==> src/rtl/cntr_cmd_pkg.sv <==
// Shared opcode/state encodings and default width for the counter command controller.
package cntr_cmd_pkg;

  localparam int unsigned CNTR_N_DEF = 8;
  localparam int unsigned CMD_OP_W   = 3;

  typedef enum logic [CMD_OP_W-1:0] {
    OP_NOP    = 3'd0,
    OP_PRESET = 3'd1,
    OP_RUN_UP = 3'd2,
    OP_RUN_DN = 3'd3,
    OP_PAUSE  = 3'd4,
    OP_RESUME = 3'd5,
    OP_ABORT  = 3'd6,
    OP_RSVD   = 3'd7
  } cmd_op_e;

  typedef enum logic [2:0] {
    ST_IDLE   = 3'd0,
    ST_LOAD   = 3'd1,
    ST_RUN_UP = 3'd2,
    ST_RUN_DN = 3'd3,
    ST_PAUSED = 3'd4
  } state_e;

  // Opcodes that only make sense from IDLE (plus the reserved code) are errors once a run is active.
  function automatic logic op_bad_when_active(cmd_op_e op);
    return (op == OP_PRESET) || (op == OP_RUN_UP) || (op == OP_RUN_DN) || (op == OP_RSVD);
  endfunction

  function automatic logic op_bad_when_idle(cmd_op_e op);
    return (op == OP_PAUSE) || (op == OP_RESUME) || (op == OP_RSVD);
  endfunction

endpackage

==> src/rtl/cntr_irq_latch.sv <==
// Sticky completion interrupt; set wins over clear. Built only with CNTR_CMD_IRQ_EN.
`ifdef CNTR_CMD_IRQ_EN
module cntr_irq_latch (
  input  logic clk,
  input  logic rst_n,
  input  logic set,
  input  logic clr,
  output logic irq
);

  always_ff @(posedge clk or negedge rst_n) begin
    if (!rst_n) begin
      irq <= 1'b0;
    end else if (set) begin
      irq <= 1'b1;
    end else if (clr) begin
      irq <= 1'b0;
    end
  end

endmodule
`endif

==> src/rtl/cntr_cmd_ctrl.sv <==
// Command front-end for multifunction_counter: preset load, run up/down, pause/resume, abort.
// Optional sticky completion interrupt (irq/irq_clr) when CNTR_CMD_IRQ_EN is defined.
module cntr_cmd_ctrl
  import cntr_cmd_pkg::*;
#(
  parameter int unsigned N = CNTR_N_DEF
) (
  input  logic                clk,
  input  logic                rst_n,
  input  logic                cmd_valid,
  output logic                cmd_ready,
  input  logic [CMD_OP_W-1:0] cmd_op,
  input  logic [N-1:0]        cmd_data,
  input  logic                ctr_expired,
  output logic                enable_cnt_up,
  output logic                enable_cnt_dn,
  output logic                new_cntr_preset,
  output logic [N-1:0]        new_cntr_preset_value,
  output logic                pause_counting,
  output logic                busy,
  output logic                done,
  output logic                cmd_err
`ifdef CNTR_CMD_IRQ_EN
  ,
  output logic                irq,
  input  logic                irq_clr
`endif
);

  state_e  state;
  cmd_op_e op;
  logic    accept;
  logic    running;
  logic    active;
  logic    finish;
  logic    bad_cmd;

  assign op      = cmd_op_e'(cmd_op);
  assign accept  = cmd_valid & cmd_ready;
  assign running = (state == ST_RUN_UP) || (state == ST_RUN_DN);
  assign active  = running || (state == ST_PAUSED);

  // Expiry beats a same-cycle PAUSE/ABORT; either way the run ends with one done pulse.
  assign finish  = (running & ctr_expired) | (active & accept & (op == OP_ABORT));
  assign bad_cmd = accept & ((state == ST_IDLE) ? op_bad_when_idle(op)
                                                : (active & op_bad_when_active(op)));

  always_ff @(posedge clk or negedge rst_n) begin
    if (!rst_n) begin
      state                 <= ST_IDLE;
      cmd_ready             <= 1'b0;
      enable_cnt_up         <= 1'b0;
      enable_cnt_dn         <= 1'b0;
      new_cntr_preset       <= 1'b0;
      new_cntr_preset_value <= '0;
      pause_counting        <= 1'b0;
      busy                  <= 1'b0;
      done                  <= 1'b0;
      cmd_err               <= 1'b0;
    end else begin
      cmd_ready       <= 1'b1;
      new_cntr_preset <= 1'b0;
      done            <= finish;
      cmd_err         <= bad_cmd;
      if (finish) begin
        state          <= ST_IDLE;
        enable_cnt_up  <= 1'b0;
        enable_cnt_dn  <= 1'b0;
        pause_counting <= 1'b0;
        busy           <= 1'b0;
      end else begin
        case (state)
          ST_IDLE: begin
            if (accept) begin
              case (op)
                OP_PRESET: begin
                  new_cntr_preset_value <= cmd_data;
                  new_cntr_preset       <= 1'b1;
                  cmd_ready             <= 1'b0;
                  busy                  <= 1'b1;
                  state                 <= ST_LOAD;
                end
                OP_RUN_UP: begin
                  enable_cnt_up <= 1'b1;
                  busy          <= 1'b1;
                  state         <= ST_RUN_UP;
                end
                OP_RUN_DN: begin
                  enable_cnt_dn <= 1'b1;
                  busy          <= 1'b1;
                  state         <= ST_RUN_DN;
                end
                default: ;
              endcase
            end
          end
          ST_LOAD: begin
            busy  <= 1'b0;
            state <= ST_IDLE;
          end
          ST_RUN_UP, ST_RUN_DN: begin
            if (accept && (op == OP_PAUSE)) begin
              pause_counting <= 1'b1;
              state          <= ST_PAUSED;
            end
          end
          ST_PAUSED: begin
            // Direction to resume is remembered by whichever enable is still held.
            if (accept && (op == OP_RESUME)) begin
              pause_counting <= 1'b0;
              state          <= enable_cnt_up ? ST_RUN_UP : ST_RUN_DN;
            end
          end
          default: begin
            state          <= ST_IDLE;
            enable_cnt_up  <= 1'b0;
            enable_cnt_dn  <= 1'b0;
            pause_counting <= 1'b0;
            busy           <= 1'b0;
          end
        endcase
      end
    end
  end

`ifdef CNTR_CMD_IRQ_EN
  cntr_irq_latch u_irq_latch (
    .clk   (clk),
    .rst_n (rst_n),
    .set   (done),
    .clr   (irq_clr),
    .irq   (irq)
  );
`endif

endmodule

==> config.mk <==
export PLATFORM = sky130hd
export DESIGN_NAME = cntr_cmd_ctrl
export DESIGN_NICKNAME = d
export VERILOG_FILES = /design/src/rtl/cntr_cmd_pkg.sv /design/src/rtl/cntr_irq_latch.sv /design/src/rtl/cntr_cmd_ctrl.sv
export SDC_FILE = /design/constraint.sdc
export NUM_CORES = 1
export LEC_CHECK = 0
export CORE_MARGIN = 2
export CORE_UTILIZATION = 30
export CTS_CLUSTER_DIAMETER = 100
export DETAILED_ROUTE_END_ITERATION = 8
export SYNTH_ARGS = -nofsm -noshare
export SYNTH_HDL_FRONTEND = slang
export SYNTH_SLANG_ARGS = --single-unit
export TNS_END_PERCENT = 50
==> constraint.sdc <==
create_clock -name clk -period 1.8 [get_ports clk]
set_input_delay 0.36 -clock clk [delete_from_list [all_inputs] [get_ports clk]]
set_output_delay 0.36 -clock clk [all_outputs]
set_load 0.005 [all_outputs]
==> results of run 1 <==
==> power groups by stage <==
stage / sequential [mW] / clock [mW] / combinational, mW
final: 0.715 / 0.227 / 0.838
after global routing: 0.735 / 0.259 / 0.910
after CTS: 0.718 / 0.235 / 0.848
after detailed placement: 0.718 / 0 / 0.843
after global placement: 0.718 / 0 / 0.832
after floorplan: 0.699 / 0 / 0.429
==> state kept, by name, indices dropped and copies added (netlist names) <==
name                   count
state                      3
pause_counting             1
enable_cnt_up              1
cmd_ready                  1
done                       1
cmd_err                    1
new_cntr_preset_value      8
new_cntr_preset            1
busy                       1
enable_cnt_dn              1
==> placed cells by master, fill, tap and decap left out, drive strengths merged, types with 2 or more instances in the layout <==
cell / netlist / final
clkdlybuf4s50: 0 / 30
dfrtp: 19 / 19
buf: 4 / 13
mux2: 9 / 9
nor2: 5 / 5
inv: 4 / 4
o21ai: 4 / 4
a21oi: 4 / 4
nand2: 4 / 4
nor3: 3 / 3
clkbuf: 1 / 3
or2: 2 / 2
o211ai: 2 / 2
o22ai: 2 / 2
mux2i: 2 / 2
==> kinds of logic after synthesis <==
| group | count (synthesis) | share of synthesized area [%] |
|---|---|---|
| multiplexers | 11 | 15.3 |
| buffers and inverters | 9 | 6.05 |
| AND/OR/NAND/NOR | 23 | 15.8 |
| AO/OA/AOI/OAI | 20 | 15.0 |
| flip-flops | 19 | 47.9 |
==> worst max-delay path by stage <==
stage	cells after the start	endpoint	startpoint	slack [ps]
final	6	new_cntr_preset_value[5]	cmd_valid	80
after global routing	4	pause_counting	state[2]	1
after CTS	6	new_cntr_preset_value[6]	cmd_valid	100
after detailed placement	6	new_cntr_preset_value[7]	cmd_valid	-220
after global placement	6	new_cntr_preset_value[3]	cmd_valid	-210
after floorplan	6	new_cntr_preset_value[0]	state[1]	180
==> routing by layer <==
metal	vias up	GRT usage, %	wire, um
met5	-	0	0
met4	0	3.65	0
met3	0	3.36	160
met2	29	21.4	1020
met1	390	18.6	1120
li1	385	-	-
==> final cells by class <==
| cell class | count | area, um^2 | area share [%] |
|---|---|---|---|
| sequential | 19 | 475 | 33.0 |
| multi-input combinational | 54 | 457 | 31.7 |
| timing repair buffer | 43 | 410 | 28.5 |
| tap | 44 | 55.1 | 3.82 |
| clock buffer | 3 | 22.5 | 1.56 |
| inverter | 4 | 15.0 | 1.04 |
| clock inverter | 1 | 5.00 | 0.348 |
==> critical path: cells and delay by family <==
kind	cells	cell delay, ps
buffers and inverters	2	660
muxes	1	290
and+or+nand+nor	3	590
==> reports/summary.md, run 1 <==
The per-cell routed wire length came out at 13.7 um. Wire length of the first global-routing pass: 3.78 mm. The sort of element at the end of the critical path is a register.

Of the available clock period, the critical path in the final layout requires 95.6%. The finished cells cover 1440 um^2. The count of final max-slew check failures came out at 0. In the routed layout, each cell is associated on average with a via count of 4.79. The tool flagged a number of max-cap violations equal to 0. The worst reg2reg path endpoint was state[0]. The final critical-path required period is 1720 ps. In this run the tool buffered the top-level ports with 30 buffer cells.

From bottom edge to top edge, the die measures 61.5 um. The clock group share of total power was 12.8%; the synthesized area was 992 um^2. Clock-pin slew was measured on the worst setup and hold paths at 130 ps. Summed over all instances, the cell type with the most area after synthesis is sky130_fd_sc_hd__dfrtp_1. Gates resized during post-CTS repair numbered 0. Once detail routing completed, the nets flagged for antenna violations numbered 0. The worst path meets setup with 79.8 ps of slack. Of the post-synthesis cell area, the dominant cell type holds 47.9%. The share of total power dissipated in combinational logic is 47.1%. For this design the ratio of total power to cell area is 1240 nW/um^2. The tools report the H-tree depth as 1.

The dominant register cell in the synthesized netlist is sky130_fd_sc_hd__dfrtp_1. The worst-case headroom to the max-slew limit came out at 80.6%. Sorting the synthesized cells by how often they occur yields sky130_fd_sc_hd__dfrtp_1 (19), sky130_fd_sc_hd__mux2_4 (8), sky130_fd_sc_hd__inv_1 (4), sky130_fd_sc_hd__nor2_1 (4), sky130_fd_sc_hd__o21ai_0 (4). Static timing analysis puts the maximum clock frequency at 0.581 GHz.

The total power after layout came out at 1.78 mW. Number of remaining DRC errors: 0. The depth of the worst register-to-register path works out to 4.

Of all flip-flops after synthesis, the portion carrying an async set or reset was 100%. On the final layout, the worst clock skew is 12.2 ps. After synthesis, flip-flops and latches occupy 47.9% of the total area. In this run the mean area of a mapped cell was 12.1 um^2. The most common cell in the synthesized netlist is sky130_fd_sc_hd__dfrtp_1. The region available for standard cell placement spans 3100 um^2. At the placement stage, the worst setup path has a slack of -216 ps. In this run the core area contains 20 standard-cell rows. The number of setup buffers added after CTS is 0. For this run, the slowest stage of the critical path takes 510 ps. The die covers 3780 um^2. The tools report the required time reported for the critical path endpoint as 1990 ps. The cell sitting at the root of the clock tree is a sky130_fd_sc_hd__clkbuf_4.

The global-route usage over all layers was 13.6%. Source of the worst register-to-register timing path: state[2]. TritonCTS built the clock tree. The run gives 811 as the number of global-route vias before repair. For this design, the slowest cell found on the critical path is sky130_fd_sc_hd__clkdlybuf4s50_1. The flow ran to the end, and the final reports show no timing, DRC or antenna violations. Summed over all layers, the global routing overflow is 0. The synthesized design contains 0 enable-type register cells. The number of iterations in the first detailed-routing pass is 4, and the layout overhead on the synthesized area is 45.1%.

STA classifies the critical path startpoint as an input pin. Traced cell by cell, the critical path runs through clkdlybuf4s50_1 -> nand2_1 -> nor4b_4 -> and3b_1 -> buf_12 -> mux2_4. The analysis attributes to cell leakage a power of 0.613 nW. At the end of the flow the core is filled with cells to 46.4%. The number of antenna violations at the first check in global routing is 0.

The run gives 3 as the clock buffer count from CTS. The congestion estimate from routability-driven global placement came to 0.771. The share of layout cells above drive strength 1 is 29.0%, and the maximum ir drop on the vdd rail is 0.535 mV. The HPWL after detailed placement is 1.68 mm. The filler cells instantiated in the layout total 315. In this run the deepest clock path goes through 2 buffers. The transition time at the pin with the least slew margin is 291 ps. Clock latency on the worst-skew pair, taken at its later pin, is 300 ps. For this design, the sink count on the clock tree is 19.

The worst min-delay path category is in2async. Yosys printed 0 warnings. The count of endpoints failing hold in the final timing report came out at 0. The run gives 0 as the cts-stage hold buffer count. Internal power of the cells: 1.24 mW.

In this run the cell area measured after placement is 1410 um^2. The critical path in this run is classified as in2reg. The I/O pin total is 31. Data on the critical path arrives at its endpoint at 1910 ps. The number of instances in the placed design was 164.

Summing over every cut layer, the via total after detailed routing is 804. Synthesis produced 82 cells. The logs give 2.30 mm for the total wire length after detailed routing and 20 for the pin count of the biggest net entering global routing. The antenna cell count was 0. Synthesis produced a netlist with a net count of 97.

The final count of negative-setup-slack endpoints was 0. For the final setup TNS, the log shows 0 ps. The part of the power in registers is 40.2%, and the share of total power consumed by net switching is 30.3%. Yosys attributes the largest share of cell area to sky130_fd_sc_hd__dfrtp_1 (48%), sky130_fd_sc_hd__mux2_4 (12%), sky130_fd_sc_hd__buf_6 (3.4%).

The floorplan step set the die width to 61.5 um. The non-filler instance count after layout is 168, and the maximum fanout count along the critical path is 10. Setup repair after global routing left no endpoint under its margin.

For this design the total switching power over the nets is 540 uW. The register bit total from synthesis came out at 19. The minimum hold slack is 366 ps, and the distinct cell type count of the synthesized netlist is 36. After the last flow step, the layout net total stands at 140. The number of violations reported at the end of detailed-routing iteration 0 was 27; the slack of the worst reg-to-reg path was 150 ps. The run gives 32.0% as the initial core utilization.
(Power assumes the default switching activity.)
==> run 2, diff against run 1 <==
--- a/config.mk
+++ b/config.mk
@@ -13,3 +13,2 @@
 export SYNTH_HDL_FRONTEND = slang
 export SYNTH_SLANG_ARGS = --single-unit
-export TNS_END_PERCENT = 50
==> constraint.sdc (replaced) <==
create_clock -name clk -period 1.8 [get_ports clk]
set_input_delay 0.27 -clock clk [delete_from_list [all_inputs] [get_ports clk]]
set_output_delay 0.27 -clock clk [all_outputs]
set_load 0.005 [all_outputs]
==> run 2 against run 1 <==
Power fell by 0.29%. Critical endpoint is now state[0]. Worst hold slack got worse by 94 ps. Largest power group unchanged. Non-clock buffer count fell by 2. Via count fell by 1.0%. Sequential share of layout area rose by 0.35 points. Setup slack improved by 72 ps. First-iteration DRC count fell by 30%. Register-to-register slack barely moved. Die area did not move. Critical path depth fell by 2. Clock skew fell by 5.7 ps. Fmax rose by 4.4%.
==> reports/summary.md, run 2 (synthesized netlist as in run 1, its figures left out) <==
The floorplan die width was 61.5 um (unchanged). The maximum operating frequency was 0.607 GHz (was 0.581 GHz); the number of core rows was 20 (unchanged). The total leakage power is 0.598 nW (was 0.613 nW).

Top library cells by usage in the layout, fill and taps aside: sky130_fd_sc_hd__clkdlybuf4s50_1 (30), sky130_fd_sc_hd__dfrtp_1 (18), sky130_fd_sc_hd__buf_4 (10) (was sky130_fd_sc_hd__clkdlybuf4s50_1 (30), sky130_fd_sc_hd__dfrtp_1 (19), sky130_fd_sc_hd__buf_4 (12)). The total wire length after detailed routing is 2.27 mm (was 2.30 mm). The H-tree depth is 1 (unchanged), and the switching power summed over all nets is 539 uW (was 540 uW). Worst reg2reg path endpoint: state[0] (unchanged). The tools report the wire length of the first global-routing pass as 3.82 mm (was 3.78 mm). The flow ran to the end, and the final reports show no timing, DRC or antenna violations. The combined buffer and inverter count along the critical path came out at 0 (was 2). The final setup TNS came out at 0 ps (unchanged). The count of nets after finishing is 138 (was 140), and the final critical-path required period is 1650 ps (was 1720 ps).

The per-cell routed wire length is 13.7 um (about the same). The tools report the slack of the worst reg-to-reg path as 150 ps (about the same). The logs give 310 ps (was 300 ps) for the insertion delay of the later-clocked pin in the worst-skew pair and 3 (unchanged) for the clock buffer count from CTS.

The launching element of the worst setup path is state[1] (was cmd_valid). The initial core utilization came out at 32.0% (unchanged). The via density per instance works out to 4.80 (was 4.79). Clock skew: 6.55 ps (was 12.2 ps). The flip-flop count of the largest register, all copies and words added works out to 8 (unchanged). The minimum hold slack was 271 ps (was 366 ps).

The final period utilization is 91.5% (was 95.6%), and the total power after layout is 1.77 mW (was 1.78 mW). The tools report the number of violations reported at the end of detailed-routing iteration 0 as 19 (was 27). The maximum fanout count along the critical path works out to 6 (was 10). The internal power of the cells was 1.24 mW (about the same).

The power per cell area is 1240 nW/um^2 (about the same), and the register area is 477 um^2 (was 475 um^2). The maximum ir drop on the vdd rail is 0.699 mV (was 0.535 mV), and the count of antenna-violating nets left after detailed routing is 0 (unchanged). The run gives 3780 um^2 (unchanged) as the overall die area. Share of layout cells above drive strength 1: 28.7% (was 29.0%). Number of iterations in the first detailed-routing pass: 4 (unchanged). The tools report the last element of the critical path as state[0] (was new_cntr_preset_value[5]). The number of post-CTS setup repair buffers is 0 (unchanged).

The weighted congestion at the end of routability-driven global placement was 0.752 (was 0.771). The worst min-delay path category is in2async (unchanged). The data arrival at the endpoint of the critical path is 1840 ps (was 1910 ps), and the antenna cell count is 0 (unchanged). The run gives 13.8% (was 13.6%) as the global-route usage over all layers. Regs by FF count: new_cntr_preset_value x8, state x3 (unchanged).

The tools report the sort of element at the end of the critical path as a register (unchanged). The tools report the remaining global-route overflow as 0 (unchanged). The tools report the cell chosen for the clock root as sky130_fd_sc_hd__clkbuf_4 (unchanged). The type of the setup path with the least slack is reg2reg (was in2reg). The clock sink count was 19 (unchanged). Setup repair after global routing left no endpoint under its margin. The final count of negative-setup-slack endpoints is 0 (unchanged), and the final critical-path setup slack is 152 ps (was 79.8 ps). The tools report the I/O pin total as 31 (unchanged). The core region area is 3100 um^2 (unchanged), and the number of port buffers is 30 (unchanged). The finished layout cell area is 1430 um^2 (was 1440 um^2). The half-perimeter wire length after detailed placement was 1.67 mm (was 1.68 mm); the transition time at the pin with the least slew margin was 270 ps (was 291 ps). For the post-place setup slack, the log shows -145 ps (was -216 ps). The tools report the critical path launch point type as a register (was an input pin). The non-filler instance count after layout was 166 (was 168); the number of buffers on the longest clock path was 2 (unchanged). The count of endpoints failing hold in the final timing report came out at 0 (unchanged).

For the number of global-route vias before repair, the log shows 838 (was 811). The tools report the source of the worst register-to-register timing path as state[1] (was state[2]). The run gives 0 (unchanged) as the count of instances resized after the clock tree is built. The worst-case headroom to the max-slew limit is 81.8% (was 80.6%).

The share of total power consumed by net switching is 30.4% (was 30.3%). The leading cell type in the layout, fill and taps excluded is sky130_fd_sc_hd__clkdlybuf4s50_1 (unchanged). Count of maximum capacitance violations: 0 (unchanged).

The layout overhead on the synthesized area came out at 44.0% (was 45.1%). The logs give 46.7% (was 47.1%) for the power share of the combinational group and 1400 um^2 (was 1410 um^2) for the instance area at placement. The clock input transition at the sequential cells of the worst setup and hold paths was 120 ps (was 130 ps).

Cell breakdown of the critical path: or3b_1 -> nor3_1 -> o22a_2 -> a211oi_1 (was clkdlybuf4s50_1 -> nand2_1 -> nor4b_4 -> and3b_1 -> buf_12 -> mux2_4). The number of antenna violations at the first check in global routing was 0 (unchanged); the final core utilization was 46.0% (was 46.4%). Clock group share of total power: 13.0% (was 12.8%). The number of remaining DRC errors is 0 (unchanged).

The depth of the critical timing path with buffers and inverters included works out to 4 (was 6). The vertical die dimension came out at 61.5 um (unchanged). The dominant delay contributor by cell family on the critical path was simple AND/OR/NAND/NOR gates (was buffers and inverters). The count of final max-slew check failures was 0 (unchanged); the depth of the worst register-to-register path was 4 (unchanged).

The overall via count from detail_route was 796 (was 804). TritonCTS built the clock tree. The register with the most flip-flops was new_cntr_preset_value (unchanged). The required time reported for the critical path endpoint was 1990 ps (about the same); the area of the multi-input gates was 457 um^2 (unchanged). Library cell contributing the largest single delay on the critical path: sky130_fd_sc_hd__or3b_1 (was sky130_fd_sc_hd__clkdlybuf4s50_1). The number of instances in the placed design was 162 (was 164); the pin count of the biggest net entering global routing was 20 (unchanged). For the cts-stage hold buffer count, the log shows 0 (unchanged). The part of the power in registers is 40.3% (was 40.2%). Filler cell count in the final layout: 314 (was 315). The worst stage delay on the critical path works out to 520 ps (was 510 ps).
==> run 2: cell count changes in the layout (fill, tap and decap cells not counted), sizes merged <==
cell / before / now
buf: 13 / 11
clkinvlp: 0 / 1
clkinv: 1 / 0
==> run 2: worst register-to-register path, cell delays in order, from the launching register on <==
cell and delay (ps):
sky130_fd_sc_hd__dfrtp_1 460, sky130_fd_sc_hd__or3b_1 520, sky130_fd_sc_hd__nor3_1 210, sky130_fd_sc_hd__o22a_2 260, sky130_fd_sc_hd__a211oi_1 70
==> run 2: how the worst min path moves through the flow <==
stage                                        start                        to  slack, ps  cells after the start
final                                        rst_n                   cmd_err        270                      2
after global placement               enable_cnt_dn             enable_cnt_dn        500                      1
after global routing                         rst_n                  state[2]        280                      2
after detailed placement  new_cntr_preset_value[1]  new_cntr_preset_value[1]        500                      1
after floorplan                              rst_n                      busy        -30                      0
after CTS                                    rst_n                  state[2]        280                      2
==> run 2: cell type report <==
class | instances | area share (%)
repair buffers | 41 | 27.7
clock buffers | 3 | 1.58
clock inverters | 1 | 0.525
multi-input cells | 54 | 32.0
well taps | 44 | 3.85
flip-flops and latches | 19 | 33.4
inverters | 4 | 1.05
==> run 2: power groups by stage <==
stage | combinational [mW] | clock [mW] | sequential, mW
floorplan | 0.429 | 0 | 0.699
global placement | 0.824 | 0 | 0.718
detailed placement | 0.838 | 0 | 0.713
CTS | 0.840 | 0.240 | 0.715
global route | 0.904 | 0.265 | 0.737
finish | 0.829 | 0.230 | 0.715
==> run 2: metal layers <==
metal | vias to the layer above | share of wire (%) | track usage, %
met5 | - | 0 | 0
met1 | 388 | 49 | 18.5
li1 | 380 | - | -
met2 | 28 | 45 | 22.1
met3 | 0 | 6.5 | 4.83
met4 | 0 | 0 | 1.82
